==> config.mk <==
export PLATFORM = sky130hd
export DESIGN_NAME = axis_stream_receiver
export DESIGN_NICKNAME = d
export VERILOG_FILES = /design/src/rtl/axis_stream_receiver.sv
export SDC_FILE = /design/constraint.sdc
export NUM_CORES = 1
export LEC_CHECK = 0
export ABC_AREA = 1
export CAP_MARGIN = 20
export CORE_MARGIN = 4
export CORE_UTILIZATION = 46
export DETAILED_ROUTE_END_ITERATION = 8
export HOLD_SLACK_MARGIN = 0.12
export PLACE_DENSITY = 0.7
export SLEW_MARGIN = 20
export SYNTH_ARGS = -nofsm -noshare
export SYNTH_HDL_FRONTEND = slang
export SYNTH_SLANG_ARGS = --single-unit
export TNS_END_PERCENT = 100
==> constraint.sdc <==
create_clock -name ACLK -period 8.5 [get_ports ACLK]
set_clock_uncertainty 0.05 [all_clocks]
set_input_delay 1.275 -clock ACLK [delete_from_list [all_inputs] [get_ports ACLK]]
set_output_delay 1.275 -clock ACLK [all_outputs]
set_load 0.01 [all_outputs]
==> src/rtl/axis_stream_receiver.sv <==
`default_nettype none
// ============================================================================
// Module   : axis_stream_receiver
// Purpose  : AXI4-Stream slave. Accepted beats are buffered in a FIFO and
//            forwarded bit-exact on a valid/ready output toward the I2S
//            transmit datapath. Every accepted beat is checked for sparse
//            non-last beats, TSTRB/TKEEP consistency and ID/DEST
//            interleaving, and packet statistics are kept.
// Ports    : ACLK, ARESETn (async, active-low)
//            T* slave side   : TVALID/TREADY, TDATA, TSTRB, TKEEP, TLAST,
//                              TID, TDEST, TUSER
//            out_* side      : out_valid/out_ready plus the FIFO head fields
//            status          : fifo_level, pkt_count, last_pkt_bytes,
//                              err_sparse, err_keep_strb, err_interleave,
//                              clear_status (synchronous clear)
// Revision : 1.0 - initial release
// ============================================================================
module axis_stream_receiver #(
  parameter int DATA_BUS_WIDTH  = 32,
  parameter int ID_BUS_WIDTH    = 8,
  parameter int DEST_BUS_WIDTH  = 4,
  parameter int USER_BUS_WIDTH  = 8,
  parameter int FIFO_DEPTH      = 8,
  parameter int STROBE_NOT_USED = 0,
  parameter int KEEP_NOT_USED   = 0
) (
  input  logic                            ACLK,
  input  logic                            ARESETn,
  input  logic                            TVALID,
  output logic                            TREADY,
  input  logic [DATA_BUS_WIDTH-1:0]       TDATA,
  input  logic [DATA_BUS_WIDTH/8-1:0]     TSTRB,
  input  logic [DATA_BUS_WIDTH/8-1:0]     TKEEP,
  input  logic                            TLAST,
  input  logic [ID_BUS_WIDTH-1:0]         TID,
  input  logic [DEST_BUS_WIDTH-1:0]       TDEST,
  input  logic [USER_BUS_WIDTH-1:0]       TUSER,
  output logic                            out_valid,
  input  logic                            out_ready,
  output logic [DATA_BUS_WIDTH-1:0]       out_data,
  output logic [DATA_BUS_WIDTH/8-1:0]     out_strb,
  output logic [DATA_BUS_WIDTH/8-1:0]     out_keep,
  output logic                            out_last,
  output logic [ID_BUS_WIDTH-1:0]         out_id,
  output logic [DEST_BUS_WIDTH-1:0]       out_dest,
  output logic [USER_BUS_WIDTH-1:0]       out_user,
  output logic [$clog2(FIFO_DEPTH):0]     fifo_level,
  output logic [15:0]                     pkt_count,
  output logic [15:0]                     last_pkt_bytes,
  output logic                            err_sparse,
  output logic                            err_keep_strb,
  output logic                            err_interleave,
  input  logic                            clear_status
);

  localparam int c_SW    = DATA_BUS_WIDTH / 8;
  localparam int c_AW    = $clog2(FIFO_DEPTH);
  localparam int c_LW    = c_AW + 1;
  localparam int c_CW    = $clog2(c_SW) + 1;
  localparam int c_REC_W = DATA_BUS_WIDTH + 2 * c_SW + 1 + ID_BUS_WIDTH
                         + DEST_BUS_WIDTH + USER_BUS_WIDTH;
  localparam logic [c_LW-1:0] c_DEPTH = c_LW'(FIFO_DEPTH);

  localparam logic [0:0] S_IDLE   = 1'b0;
  localparam logic [0:0] S_IN_PKT = 1'b1;

  // --------------------------------------------------------------------------
  // Handshakes and FIFO bookkeeping
  // --------------------------------------------------------------------------
  logic                  r_tready;
  logic [c_AW-1:0]       r_wr_ptr;
  logic [c_AW-1:0]       r_rd_ptr;
  logic [c_LW-1:0]       r_level;
  logic [c_REC_W-1:0]    r_mem [FIFO_DEPTH];

  logic                  w_push;
  logic                  w_pop;
  logic [c_LW-1:0]       w_level_next;
  logic [c_REC_W-1:0]    w_rec;
  logic [c_REC_W-1:0]    w_head;

  assign w_push    = TVALID & r_tready;
  assign out_valid = (r_level != '0);
  assign w_pop     = out_valid & out_ready;

  always_comb begin
    w_level_next = r_level;
    case ({w_push, w_pop})
      2'b10:   w_level_next = r_level + c_LW'(1);
      2'b01:   w_level_next = r_level - c_LW'(1);
      default: w_level_next = r_level;
    endcase
  end

  // TREADY looks only at the post-edge level, so a pop while full does not
  // reopen the slave until the following edge (no full-bypass path).
  always_ff @(posedge ACLK or negedge ARESETn) begin
    if (!ARESETn) begin
      r_tready <= 1'b0;
      r_wr_ptr <= '0;
      r_rd_ptr <= '0;
      r_level  <= '0;
    end else begin
      r_tready <= (w_level_next < c_DEPTH);
      r_level  <= w_level_next;
      if (w_push) r_wr_ptr <= r_wr_ptr + c_AW'(1);
      if (w_pop)  r_rd_ptr <= r_rd_ptr + c_AW'(1);
    end
  end

  assign w_rec = {TDATA, TSTRB, TKEEP, TLAST, TID, TDEST, TUSER};

  // Storage needs no reset: the head is masked to zero whenever the FIFO is
  // empty, which also covers the post-reset state.
  always_ff @(posedge ACLK) begin
    if (w_push) r_mem[r_wr_ptr] <= w_rec;
  end

  assign w_head = out_valid ? r_mem[r_rd_ptr] : '0;
  assign {out_data, out_strb, out_keep, out_last, out_id, out_dest, out_user} = w_head;

  assign TREADY     = r_tready;
  assign fifo_level = r_level;

  // --------------------------------------------------------------------------
  // Protocol checks and packet statistics
  // --------------------------------------------------------------------------
  logic [0:0]                r_state;
  logic [ID_BUS_WIDTH-1:0]   r_id;
  logic [DEST_BUS_WIDTH-1:0] r_dest;
  logic [15:0]               r_acc;
  logic [15:0]               r_pkt_count;
  logic [15:0]               r_last_bytes;
  logic                      r_err_sparse;
  logic                      r_err_keep_strb;
  logic                      r_err_interleave;

  logic [c_SW-1:0]           w_keep_eff;
  logic [c_CW-1:0]           w_keep_cnt;
  logic [16:0]               w_sum;
  logic [15:0]               w_sum_sat;
  logic [15:0]               w_pc_inc;
  logic                      w_ev_sparse;
  logic                      w_ev_keep_strb;
  logic                      w_ev_interleave;

  assign w_keep_eff = (KEEP_NOT_USED != 0) ? {c_SW{1'b1}} : TKEEP;

  always_comb begin
    w_keep_cnt = '0;
    for (int i = 0; i < c_SW; i++) begin
      w_keep_cnt = w_keep_cnt + {{(c_CW-1){1'b0}}, w_keep_eff[i]};
    end
  end

  assign w_sum     = {1'b0, r_acc} + 17'(w_keep_cnt);
  assign w_sum_sat = w_sum[16] ? 16'hFFFF : w_sum[15:0];
  assign w_pc_inc  = (r_pkt_count == 16'hFFFF) ? r_pkt_count : r_pkt_count + 16'd1;

  assign w_ev_sparse     = (KEEP_NOT_USED == 0) && !TLAST && (TKEEP != {c_SW{1'b1}});
  assign w_ev_keep_strb  = (KEEP_NOT_USED == 0) && (STROBE_NOT_USED == 0)
                         && ((TSTRB & ~TKEEP) != '0);
  assign w_ev_interleave = (r_state == S_IN_PKT) && ((TID != r_id) || (TDEST != r_dest));

  // Packet framing and byte accumulation; clear_status leaves the running
  // accumulator alone so a packet in flight still reports its full size.
  always_ff @(posedge ACLK or negedge ARESETn) begin
    if (!ARESETn) begin
      r_state <= S_IDLE;
      r_id    <= '0;
      r_dest  <= '0;
      r_acc   <= '0;
    end else if (w_push) begin
      r_acc <= TLAST ? 16'd0 : w_sum_sat;
      case (r_state)
        S_IDLE: begin
          r_id   <= TID;
          r_dest <= TDEST;
          if (!TLAST) r_state <= S_IN_PKT;
        end
        default: begin
          if (TLAST) r_state <= S_IDLE;
        end
      endcase
    end
  end

  // Clear is applied first; a same-cycle event then overrides it.
  always_ff @(posedge ACLK or negedge ARESETn) begin
    if (!ARESETn) begin
      r_pkt_count      <= '0;
      r_last_bytes     <= '0;
      r_err_sparse     <= 1'b0;
      r_err_keep_strb  <= 1'b0;
      r_err_interleave <= 1'b0;
    end else begin
      if (clear_status) begin
        r_pkt_count      <= '0;
        r_last_bytes     <= '0;
        r_err_sparse     <= 1'b0;
        r_err_keep_strb  <= 1'b0;
        r_err_interleave <= 1'b0;
      end
      if (w_push) begin
        if (TLAST) begin
          r_pkt_count  <= clear_status ? 16'd1 : w_pc_inc;
          r_last_bytes <= w_sum_sat;
        end
        if (w_ev_sparse)     r_err_sparse     <= 1'b1;
        if (w_ev_keep_strb)  r_err_keep_strb  <= 1'b1;
        if (w_ev_interleave) r_err_interleave <= 1'b1;
      end
    end
  end

  assign pkt_count      = r_pkt_count;
  assign last_pkt_bytes = r_last_bytes;
  assign err_sparse     = r_err_sparse;
  assign err_keep_strb  = r_err_keep_strb;
  assign err_interleave = r_err_interleave;

endmodule
`default_nettype wire

== Word-level counts from Yosys, hierarchy flattened ==
Memory sizes are Yosys's and may differ from the RTL's.
Index checks and enable logic that the tools add are counted.
Operators by class
  $add $sub $neg: 9
  $lt $le $gt $ge: 1
  equal/unequal tests: 7
  muxes and demuxes: 24
  bitwise gates (word level): 5
  reductions and logical operators: 7
Operator list (count)
  $mux 16: 10
  $mux 61: 1
  $add 16x3->17: 1
  $add 16x1->16 const B: 1
  $eq 16x16->1 const B: 1
  $mux 1: 12
  $ne 4x4->1 const B: 2
  $ne 8x8->1: 1
  $pmux 4 s2: 1
  $reduce_bool 4->1: 2
  $add 3x1->3 const B: 2
  $add 4x1->4 const B: 1
  $and 4x4->4: 1
  $lt 4x4->1 const B: 1
  $ne 4x4->1: 1
  $not 4->4: 1
  $sub 4x1->4 const B: 1
  $add 2x1->3: 1
  $add 3x1->3: 1
  $add 1x1->2: 1
  $and 1x1->1: 2
  $eq 2x1->1 const B: 1
  $eq 2x2->1 const B: 1
  $logic_and 1x1->1: 2
  4 further kinds: 4
Storage, ports and cells
  register bits after elaboration: 75
  memory bits (writable): 488
  input port bits: 66
  output and inout bits: 102
  memories kept: 1
Memories
  r_mem: words 8, bits a word 61, read ports 1, clocked after memory_dff 0, wr ports 1, line 74  | logic [c_REC_W-1:0] r_mem [FIFO_DEPTH];

== Longest topological paths before layout ==
Gate-level depths: netlist (run 1).
  depth in word-level cells: 7
  mapped depth: 14

== Worst setup path after synthesis (run 1) ==
Ideal clock, no wire load.
  path type: input to register
  from: input port TVALID
  to: memory r_mem[0][0] (netlist bit) (enable)
  setup time: 0.480 ns
  arrival time: 4.424 ns
  path slack: 3.546 ns
  cell stages on the path: 4
  buffers on the path: 1
  path through: nand2_1 -> clkbuf_1 -> or2_2 -> nor2_1
Between the ends
  cells in the longest elaborated chain, start to end: 3
RTL lines
  start: declaration: line 29  | input logic TVALID,
  $and 1x1->1: line 82  | assign w_push = TVALID & r_tready;
  $mux 1: line 116  | if (w_push) r_mem[r_wr_ptr] <= w_rec;
  $mux 1 (implied by the code): line 116
  end: declaration: line 74
No other way between the ends.

== Worst setup path after layout (run 1) ==
  from: register r_rd_ptr[0]
  to: output port out_data[28]
Between the ends
  cells in the longest elaborated chain, start to end: 2
RTL lines
  start: declaration: line 72  | logic [c_AW-1:0] r_rd_ptr;
  start signal: assignment: line 107  | if (w_pop) r_rd_ptr <= r_rd_ptr + c_AW'(1);
  $mem_v2 8x61
  $mux 61: line 119  | assign w_head = out_valid ? r_mem[r_rd_ptr] : '0;
  end: declaration: line 40  | output logic [DATA_BUS_WIDTH-1:0] out_data,
No other way between the ends.

==> impl_results.md, run 1 <==
- Status: finished, final reports clean
- Vias/cell: 5.44
- Synth unique cells: 38
- Via count: 15400
- Register area share after synthesis: between 70% and 80%
- Hold Fails Final Rpt: 0
- Worst-margin pin slew: 1.10 ns
- Crit path cell chain: inv_6 -> buf_4 -> o21ai_0 -> o21ai_0 -> o21ai_0 -> nor2_1 -> clkdlybuf4s50_1
- Slowest-stage cell, CP: buf_4
- GP Congestion: roughly 0.84
- Seq cells post-synth: 563
- CP max stage delay: roughly 0.74 ns
- Hold_buf cts: 0
- Io pins: 168
- Nets@finish: between 2000 and 2500
- Crit path max-delay family: buffers and inverters
- Initial antenna violation count: 4
- Clock Latency Late Sink: approximately 0.6 ns
- Synth Net Count: 2059
- Tmin final: 5.37 ns
- CP Capture Point: out_data[28]
- Vias in the first global route: ~15000
- Crit path required time: between 7 and 8 ns
- CTS tree: done
- CP max FO: 101
- Crit path launch type: flip-flop
- Die Span Y: about 230 um
- Critical R2R Launch: fifo_level[0]
- Die area: roughly 0.054 sq mm
- Root Driver: clkbuf_16
- Largest net degree at the start of global routing: 102
- Placeable Area: 0.0501 sq mm
- CTS Sinks: approximately 560
- First-pass GRT wire length: between 80000 and 90000 um
- Most used cell, CP: o21ai_0
- Row count: slightly above 80
- Syn Std Cell Area: around 0.023 sq mm
- Detail Placement HPWL: about 28000 um
- Leak: ~9.3 nW
- Residual DRC: 0
- YS warnings: 0
- Port Buffer Count: 167
- Total CTS buffers: between 50 and 60
- CP Buf/Inv Count: 3
- Gr ovfl total: 0
- Post-DRT Antenna Nets: 0
- DR pass1 iterations: 5
- Period utilization: 63.1%
- Syn Inst Count: 1981
- Total setup buffers inserted after CTS: 0
- Total GRT Usage: 19.4%
- Setup violators final: 0
- Fill cells: about 4200
- Clock tree buffer depth: 3
- Max Cap Viol: 0
- Worst Reg2Reg Path Length in Cells: 13
- Hold_ws: ~0.43 ns
- Layout overhead on the synthesized area: 16.8%
- Setup TNS: 0 ns
- RSZ-0062 raised after global routing: no
- Syn avg cell area: between 10 and 15 sq um
- Levels on crit path: 7
- Reg-to-reg endpoint: fifo_level[3]
- Worst IR Drop VDD: between 0.0002 and 0.00025 V
- Share of layout cells above drive strength 1: under 10%
- Drt wl/cell: roughly 19 um
- Cts repair resizes: 0
- CTS H-tree lvls: 2
- DRT Wirelength: 53700 um
- Pwr/cell area: between 300 and 400 mW/mm^2
- Initial DRC count: around 1200
- Clock slew at reported path FFs: 0.06 ns
- Hold Path Class: in2async
- CP endpoint kind: output pin
- Die width: approximately 230 um
- Crit path arrival time: just over 4 ns
- Starting Density: 46.4%
- Slew Limit Fails: 0
- WS Path Type: reg2out
- Flop-to-flop setup slack: 5.10 ns
- Critical Path Start: r_rd_ptr[0]
- Max Fclk: about 190 MHz
- Headroom to the max-slew limit: about a quarter
worst reg2reg max path, stage by stage (launching register included):
cell and delay, ns:
dfrtp_1 0.45, nor2_1 0.08, nand2_2 0.06, buf_4 0.66
nand2_1 0.41, inv_1 0.28, ha_1 0.31, ha_1 0.32
a21oi_1 0.17, nand2_1 0.08, xor2_1 0.14, nand2_1 0.06
o21ai_0 0.15, inv_1 0.07
cell usage after synthesis:
master	count	share of area, %
nor2_1	539	8.7
edfxtp_1	488	63
o21ai_0	312	6.7
nand2_1	169	2.7
dfrtp_1	75	8.1
clkbuf_1	63	1.0
o32ai_1	61	2.3
inv_1	54	0.87
nand3_1	42	0.91
buf_2	26	0.56
o21ai_1	25	0.54
nand4_1	15	0.40
buf_1	11	0.18
xnor2_1	11	0.41
mux2_2	10	0.49
xor2_1	10	0.38
nor3_1	9	0.19
buf_6	8	0.39
ha_1	8	0.43
a21oi_1	5	0.11
fa_1	4	0.34
inv_2	4	0.065
nor2_2	4	0.11
or2_2	4	0.11
buf_4	3	0.097
clkinv_1	3	0.049
o22ai_1	3	0.081
nand3_2	2	0.086
nor3_2	2	0.086
o21bai_1	2	0.065
o31ai_1	2	0.065
a221oi_1	1	0.038
a22o_1	1	0.038
buf_8	1	0.065
nand2_2	1	0.027
nand3b_1	1	0.032
nor2_4	1	0.049
o21ai_2	1	0.038
per-layer routing:
metal | up-vias | GRT usage (%) | share of wire [%]
li1 | 7246 | - | -
met1 | 7567 | 26.0 | 42
met2 | 474 | 32.2 | 49
met3 | 101 | 4.29 | 6.8
met4 | 6 | 5.17 | 2.1
met5 | - | 0 | 0.065
stage by stage:
stage	power (mW)	cells	util, %	area [sq um]	worst slack, ns
finish	8.84	2829	54.2	27100	3.13
global route	9.37	2828	54.1	27100	2.85
CTS	8.92	2828	54.1	27100	3.05
detailed placement	6.61	2726	50.7	25400	3.70
global placement	6.53	2726	50.7	25400	3.79
floorplan	5.33	1981	-	23200	3.55
placed cells by master (no fill, tap or decap), types with 4 or more instances in the layout:
master           Yosys  routed
nor2_1             539     531
edfxtp_1           488     488
o21ai_0            312     312
nand2_1            169     168
clkdlybuf4s50_1      0     166
dfrtp_1             75      72
o32ai_1             61      61
clkbuf_16            0      55
inv_1               54      53
nand3_1             42      42
o21ai_1             25      25
buf_4                3      19
clkinv_1             3      15
nand4_1             15      15
xnor2_1             11      11
clkbuf_1            63      11
xor2_1              10      10
mux2_2              10      10
nor2_4               1       9
nor3_1               9       9
ha_1                 8       8
clkinv_2             0       8
a21oi_1              5       5
or2_2                4       4
nor2_2               4       4
inv_2                4       4
fa_1                 4       4
power by group:
part / switching (mW) / leakage (nW) / internal (mW) / total [mW]
combinational: 1.80 / 3.08 / 1.20 / 2.99
sequential: 0.248 / 5.39 / 3.29 / 3.54
clock: 1.01 / 0.830 / 1.29 / 2.30
flip-flops by register name, indices dropped and copies added, names as in the netlist:
register and cells:
r_mem 488, last_pkt_bytes 16, pkt_count 16, r_acc 16, r_id 8, fifo_level 4
r_dest 4, r_rd_ptr 3, r_wr_ptr 3, TREADY 1, err_interleave 1, err_keep_strb 1
err_sparse 1, r_state 1
cell families (layout without fill, tap and decap cells):
kind of cell	Yosys count	in the layout	share of synthesized area (%)
flops	563	563	71.2
xor+xnor	21	21	0.792
buf+inv	173	348	3.29
mux	10	10	0.485
fa+ha+maj	12	12	0.776
other cells	0	1	0
simple gates	789	789	13.4
compound gates	413	413	10.0
worst min path at each step:
stage	to	cells past startpoint	slack, ns	startpoint
floorplan	r_acc[15]	2	0.41	r_acc[15]
global placement	last_pkt_bytes[15]	2	0.42	last_pkt_bytes[15]
detailed placement	last_pkt_bytes[13]	2	0.42	last_pkt_bytes[13]
CTS	pkt_count[12]	1	0.40	ARESETn
global route	pkt_count[12]	1	0.41	ARESETn
finish	pkt_count[12]	1	0.43	ARESETn
area by class of cell:
class / count / area (sq um) / area share [%]
well taps: 672 / 841 / 3.10
diodes: 1 / 2.50 / 0.00923
multi-input cells: 1245 / 5980 / 22.1
clock inverters: 30 / 226 / 0.835
repair buffers: 185 / 1800 / 6.65
inverters: 61 / 234 / 0.863
flip-flops and latches: 563 / 16500 / 61.0
clock buffers: 72 / 1480 / 5.46
(Power assumes the default switching activity.)
==> inputs of run 2 (changes only) <==
==> constraint.sdc (replaced) <==
create_clock -name ACLK -period 5.3 [get_ports ACLK]
set_clock_uncertainty 0.05 [all_clocks]
set_input_delay 0.795 -clock ACLK [delete_from_list [all_inputs] [get_ports ACLK]]
set_output_delay 0.795 -clock ACLK [all_outputs]
set_load 0.01 [all_outputs]
==> run 2 against run 1 <==
Sequential cell count is the same. Critical path depth is 1 lower. Register-to-register slack lost 3.0 ns. Critical path type unchanged.
==> impl_results.md, run 2 (same netlist as run 1, synthesis figures left out) <==
- Status: finished, final reports clean
- Slew Limit Fails: 0 (unchanged)
- Leak: 9.49 nW (+2.0%)
- Critical R2R Launch: fifo_level[1]
- Worst Reg2Reg Path Length in Cells: 12 (-1)
- Clock slew at reported path FFs: 0.06 ns (about the same)
- Nets@finish: 2199 (+0.46%)
- Vias in the first global route: 15000 (+1.1%)
- Max Fclk: around 220 MHz
- Pwr/cell area: 535 mW/mm^2 (+64%)
- Slowest-stage cell, CP: dfrtp_4
- Placeable Area: 0.0501 sq mm (unchanged)
- Residual DRC: 0 (unchanged)
- Worst IR Drop VDD: 0.000408 V (+92%)
- CTS H-tree lvls: 2 (unchanged)
- Via count: 15400 (+0.21%)
- RSZ-0062 raised after global routing: no
- Worst-margin pin slew: 1.10 ns (+0.00184 ns)
- Total CTS buffers: 56 (+1.8%)
- Starting Density: 46.4% (unchanged)
- Die width: 233 um (unchanged)
- Detail Placement HPWL: 30200 um (+6.4%)
- Setup TNS: 0 ns (unchanged)
- Most frequent cells in the layout: nor2_1, edfxtp_1, o21ai_0
- Cts repair resizes: 0 (unchanged)
- Period utilization: approximately 85%
- DRT Wirelength: 54300 um (+1.2%)
- Gr ovfl total: 0 (unchanged)
- Max Cap Viol: 0 (unchanged)
- Io pins: 168 (unchanged)
- Die Span Y: 233 um (unchanged)
- Share of layout cells above drive strength 1: 7.19% (+0.70 points)
- Die area: 0.0541 sq mm (unchanged)
- DR pass1 iterations: 5 (unchanged)
- CTS Sinks: 563 (unchanged)
- Total GRT Usage: 19.6% (+0.19 points)
- Crit path launch type: flip-flop
- CP Buf/Inv Count: 2 (-1)
- Area of the multi-input gates: 0.00598 sq mm (unchanged)
- Vias/cell: 5.42 (-0.31%)
- Initial antenna violation count: 5 (+1)
- CTS tree: done
- Layout overhead on the synthesized area: 18.4%
- Port Buffer Count: 167 (unchanged)
- Setup violators final: 0 (unchanged)
- Headroom to the max-slew limit: 26.5% (-0.12 points)
- CP max stage delay: 1.10 ns (+0.36 ns)
- Layout Utilization: 54.9% (+0.74 points)
- Largest net degree at the start of global routing: 147 (+44%)
- Hold Fails Final Rpt: 0 (unchanged)
- Levels on crit path: 6 (-1)
- Drt wl/cell: 19.1 um (+0.66%)
- Root Driver: clkbuf_16
- GP Congestion: 0.875 (+4.7%)
- Flop-to-flop setup slack: 2.10 ns (-3.00 ns)
- CP endpoint kind: output pin
- Commonest non-fill, non-tap cell in the layout: nor2_1
- Most used cell, CP: o21ai_0
- Crit path arrival time: 3.64 ns (-0.40 ns)
- Row count: 82 (unchanged)
- Crit path cell chain: buf_4 -> o21ai_0 -> o21ai_0 -> o21ai_0 -> nor2_1 -> clkdlybuf4s50_1
- Crit path required time: 4.45 ns (-2.72 ns)
- FF/Latch Area: 0.0165 sq mm (unchanged)
- Hold_buf cts: 0 (unchanged)
- Post-DRT Antenna Nets: 0 (unchanged)
- Largest reg by FF count: r_mem
- Hold Path Class: in2async
- Crit path max-delay family: buffers and inverters
- Initial DRC count: 1447 (+24%)
- Fill cells: 4145 (-2.0%)
- Tmin final: roughly 4.5 ns
- Reg-to-reg endpoint: fifo_level[3]
- Clock Latency Late Sink: 0.59 ns (about the same)
- Total setup buffers inserted after CTS: 0 (unchanged)
- CP max FO: 102 (+0.99%)
- Clock tree buffer depth: 3 (unchanged)
- First-pass GRT wire length: 83400 um (+0.85%)
- Critical Path Start: r_rd_ptr[1]
- WS Path Type: reg2out
- Max reg flops: 488 (unchanged)
-- run 2: cell count changes in the layout (fill, tap and decap cells not counted), moves of 3 or more --
cell	change
buf_4	+4
clkinv_1	-3
buf_12	+5
bufinv_16	+8
clkbuf_4	-3
-- run 2: layout make-up --
class | count | area share (%)
clock buffer | 71 | 5.49
multi-input combinational | 1245 | 21.8
antenna | 3 | 0.0273
timing repair buffer | 194 | 7.04
sequential | 563 | 60.2
inverter | 61 | 0.851
tap | 672 | 3.06
clock inverter | 35 | 1.59
-- run 2: per-layer routing --
layer / GRT usage, % / part of all wire (%)
met3: 3.89 / 6.4
met5: 0 / 0.088
met4: 5.49 / 1.9
met2: 32.7 / 49
met1: 26.3 / 43
-- run 2: worst max-delay path by stage --
stage                       end  slack, ns
finish              out_user[1]       0.82
global placement      r_acc[13]       1.42
detailed placement    r_acc[13]       1.35
CTS                   out_id[3]       0.81
floorplan           r_mem[0][0]       0.83
global route        out_user[1]       0.63
-- run 2: through the flow --
| step | instances | setup slack [ns] | area, sq um | power [mW] | hold slack [ns] |
|---|---|---|---|---|---|
| after global routing | 2841 | 0.627 | 27500 | 15.5 | 0.378 |
| after CTS | 2841 | 0.811 | 27500 | 14.8 | 0.329 |
| final | 2844 | 0.817 | 27500 | 14.7 | 0.274 |
| after floorplan | 1981 | 0.826 | 23200 | 8.56 | 0.414 |
| after detailed placement | 2735 | 1.35 | 25500 | 10.7 | 0.414 |
| after global placement | 2735 | 1.42 | 25500 | 10.6 | 0.418 |
-- run 2: power breakdown --
| group | leakage [nW] | switching, mW | internal [mW] | total, mW |
|---|---|---|---|---|
| Sequential | 5.39 | 0.327 | 5.28 | 5.60 |
| Clock | 0.951 | 1.62 | 2.50 | 4.12 |
| Combinational | 3.14 | 3.00 | 1.97 | 4.97 |
==> inputs of run 3 (changes only) <==
==> constraint.sdc (replaced) <==
create_clock -name ACLK -period 4.3 [get_ports ACLK]
set_clock_uncertainty 0.05 [all_clocks]
set_input_delay 0.645 -clock ACLK [delete_from_list [all_inputs] [get_ports ACLK]]
set_output_delay 0.645 -clock ACLK [all_outputs]
set_load 0.01 [all_outputs]
==> run 3 against run 2 <==
Critical path depth is the same. Clock-buffer cell count up 2. Register-to-register slack worse by 0.44 ns. Worst setup slack got worse by 0.45 ns. Clock power rose by 11%. Hold slack improved by 0.14 ns. Die area is the same. Via count up 0.56%. Global-route usage is 0.30 points higher. Cell count rose by 0.28%. Sequential share of layout area is 0.12 points higher. Wire length grew 1.5%.
==> impl_results.md, run 3 (same netlist as run 1, synthesis figures left out) <==
- CP max FO: 156 (+53%)
- Via count: 15500 (+0.56%)
- Residual DRC: 0 (unchanged)
- Top Usage Layer GRT: met2
- Initial antenna violation count: 6 (+1)
- Reg-to-reg endpoint: fifo_level[3]
- Largest net degree at the start of global routing: 157 (+6.8%)
- Max reg flops: 488 (unchanged)
- Post-DRT Antenna Nets: 0 (unchanged)
- Met3 usage: 4.86% (+0.97 points)
- Die width: 233 um (unchanged)
- Tmin final: 3.93 ns
- Vias/cell: 5.44 (+0.28%)
- DR pass1 iterations: 5 (unchanged)
- Total CTS buffers: 56 (unchanged)
- Slew Limit Fails: 0 (unchanged)
- Setup TNS: 0 ns (unchanged)
- Largest reg by FF count: r_mem
- Met1 Use GR: 27.4% (+1.1 points)
- Max Cap Viol: 0 (unchanged)
- Flop-to-flop setup slack: 1.66 ns (-0.44 ns)
- Status: finished, final reports clean
- Starting Density: 46.4% (unchanged)
- Die area: 0.0541 sq mm (unchanged)
- Worst IR Drop VDD: 0.000446 V (+9.4%)
- Port Buffer Count: 167 (unchanged)
- Vias in the first global route: 15000 (+0.33%)
- Fill cells: 4192 (+1.1%)
- Layout Utilization: 54.8% (-0.11 points)
- Cts repair resizes: 0 (unchanged)
- Headroom to the max-slew limit: 46.5% (+20 points)
- Share of layout cells above drive strength 1: 7.30% (+0.11 points)
- Clock Latency Late Sink: 0.61 ns (+0.02 ns)
- Clock tree buffer depth: 3 (unchanged)
- Power Total: 17.7 mW (+21%)
- Worst Reg2Reg Path Length in Cells: 12 (unchanged)
- Max Fclk: about 250 MHz
- Gr ovfl total: 0 (unchanged)
- First-pass GRT wire length: 84500 um (+1.4%)
- Most frequent cells in the layout: nor2_1, edfxtp_1, o21ai_0
- Crit path arrival time: 3.24 ns (-0.40 ns)
- Crit path required time: 3.61 ns (-0.84 ns)
- Setup violators final: 0 (unchanged)
- Hold Path Class: in2async
- GP Congestion: 0.867 (-0.93%)
- CTS tree: done
- Detail Placement HPWL: 31100 um (+2.8%)
- CTS Sinks: 563 (unchanged)
- Clock slew at reported path FFs: 0.06 ns (about the same)
- Commonest non-fill, non-tap cell in the layout: nor2_1
- Total GRT Usage: 19.9% (+0.30 points)
- Area of the multi-input gates: 0.00598 sq mm (unchanged)
- Period utilization: 91.5%
- Placeable Area: 0.0501 sq mm (unchanged)
- WS Path Type: reg2out
- DRT Wirelength: 55100 um (+1.5%)
- Drt wl/cell: 19.3 um (+1.2%)
- Pwr/cell area: 646 mW/mm^2 (+21%)
- Io pins: 168 (unchanged)
- CTS H-tree lvls: 2 (unchanged)
- Nets@finish: 2212 (+0.59%)
- Crit path launch type: flip-flop
- RSZ-0062 raised after global routing: no
- M2 GR Usage: 31.6% (-1.1 points)
- CP endpoint kind: output pin
- Layout overhead on the synthesized area: 18.2%
- Hold Fails Final Rpt: 0 (unchanged)
- Row count: 82 (unchanged)
- FF/Latch Area: 0.0165 sq mm (unchanged)
- Initial DRC count: 1164 (-20%)
- Leak: 9.47 nW (-0.16%)
- Worst-margin pin slew: 0.803 ns (-0.300 ns)
- Die Span Y: 233 um (unchanged)
- Critical R2R Launch: fifo_level[0]
- Root Driver: clkbuf_16
==> run 3: cell count changes in the layout (fill, tap and decap cells not counted), moves of 2 or more <==
cell       before  now
buf_4          23   31
clkbuf_1       11   13
buf_12          5    7
buf_16          0    2
clkinv_1       12   15
bufinv_16      10    2
==> run 3: routing by layer <==
layer	share of wire, %	routed length (um)	vias to the layer above
met3	6.8	3760	96
met5	0.080	44	-
li1	-	-	7298
met4	2.3	1260	8
met1	43	23900	7641
met2	47	26100	470
==> run 3: repair_timing <==
item,CTS,global route
setup buffers,0,1
setup endpoints to repair,0,1
hold endpoints to repair,0,20
hold buffers,0,1
==> run 3: worst max-delay path: stages, from the launching register on <==
cell and delay (ns):
dfrtp_4 0.58, buf_12 0.52, nor2_1 0.11, o32ai_1 0.34, nor2_1 0.09, nor2_1 0.32, clkdlybuf4s50_1 0.61
==> run 3: power by group <==
group / leakage (nW) / switching [mW] / internal [mW] / total [mW]
combinational: 3.23 / 3.74 / 2.49 / 6.23
clock: 0.850 / 1.98 / 2.61 / 4.59
sequential: 5.39 / 0.390 / 6.50 / 6.89
==> run 3: how the worst max path moves through the flow <==
stage,startpoint,end,slack (ns),cells past startpoint
finish,r_rd_ptr[0],out_id[4],0.37,6
CTS,r_rd_ptr[1],out_data[18],0.21,6
global route,r_rd_ptr[0],out_id[2],0.17,8
floorplan,TVALID,r_mem[0][0],-0.02,4
global placement,TKEEP[0],last_pkt_bytes[12],0.60,14
detailed placement,TKEEP[0],r_acc[14],0.49,14
==> run 3: final cells by class <==
class | count | share of cell area (%)
Antenna cell | 2 | 0.0182
Clock buffer | 73 | 5.57
Clock inverter | 29 | 0.734
Inverter | 61 | 0.853
Multi-Input combinational cell | 1245 | 21.8
Sequential cell | 563 | 60.3
Tap cell | 672 | 3.06
Timing Repair Buffer | 207 | 7.65
==> run 3: metrics by stage <==
stage | cell area [sq um] | setup slack, ns | cells | hold slack (ns)
after floorplan | 23200 | -0.0242 | 1981 | 0.299
after global placement | 25600 | 0.600 | 2745 | 0.416
after detailed placement | 25600 | 0.487 | 2745 | 0.414
after CTS | 27400 | 0.208 | 2847 | 0.145
after global routing | 27400 | 0.168 | 2852 | 0.422
final | 27400 | 0.366 | 2852 | 0.412
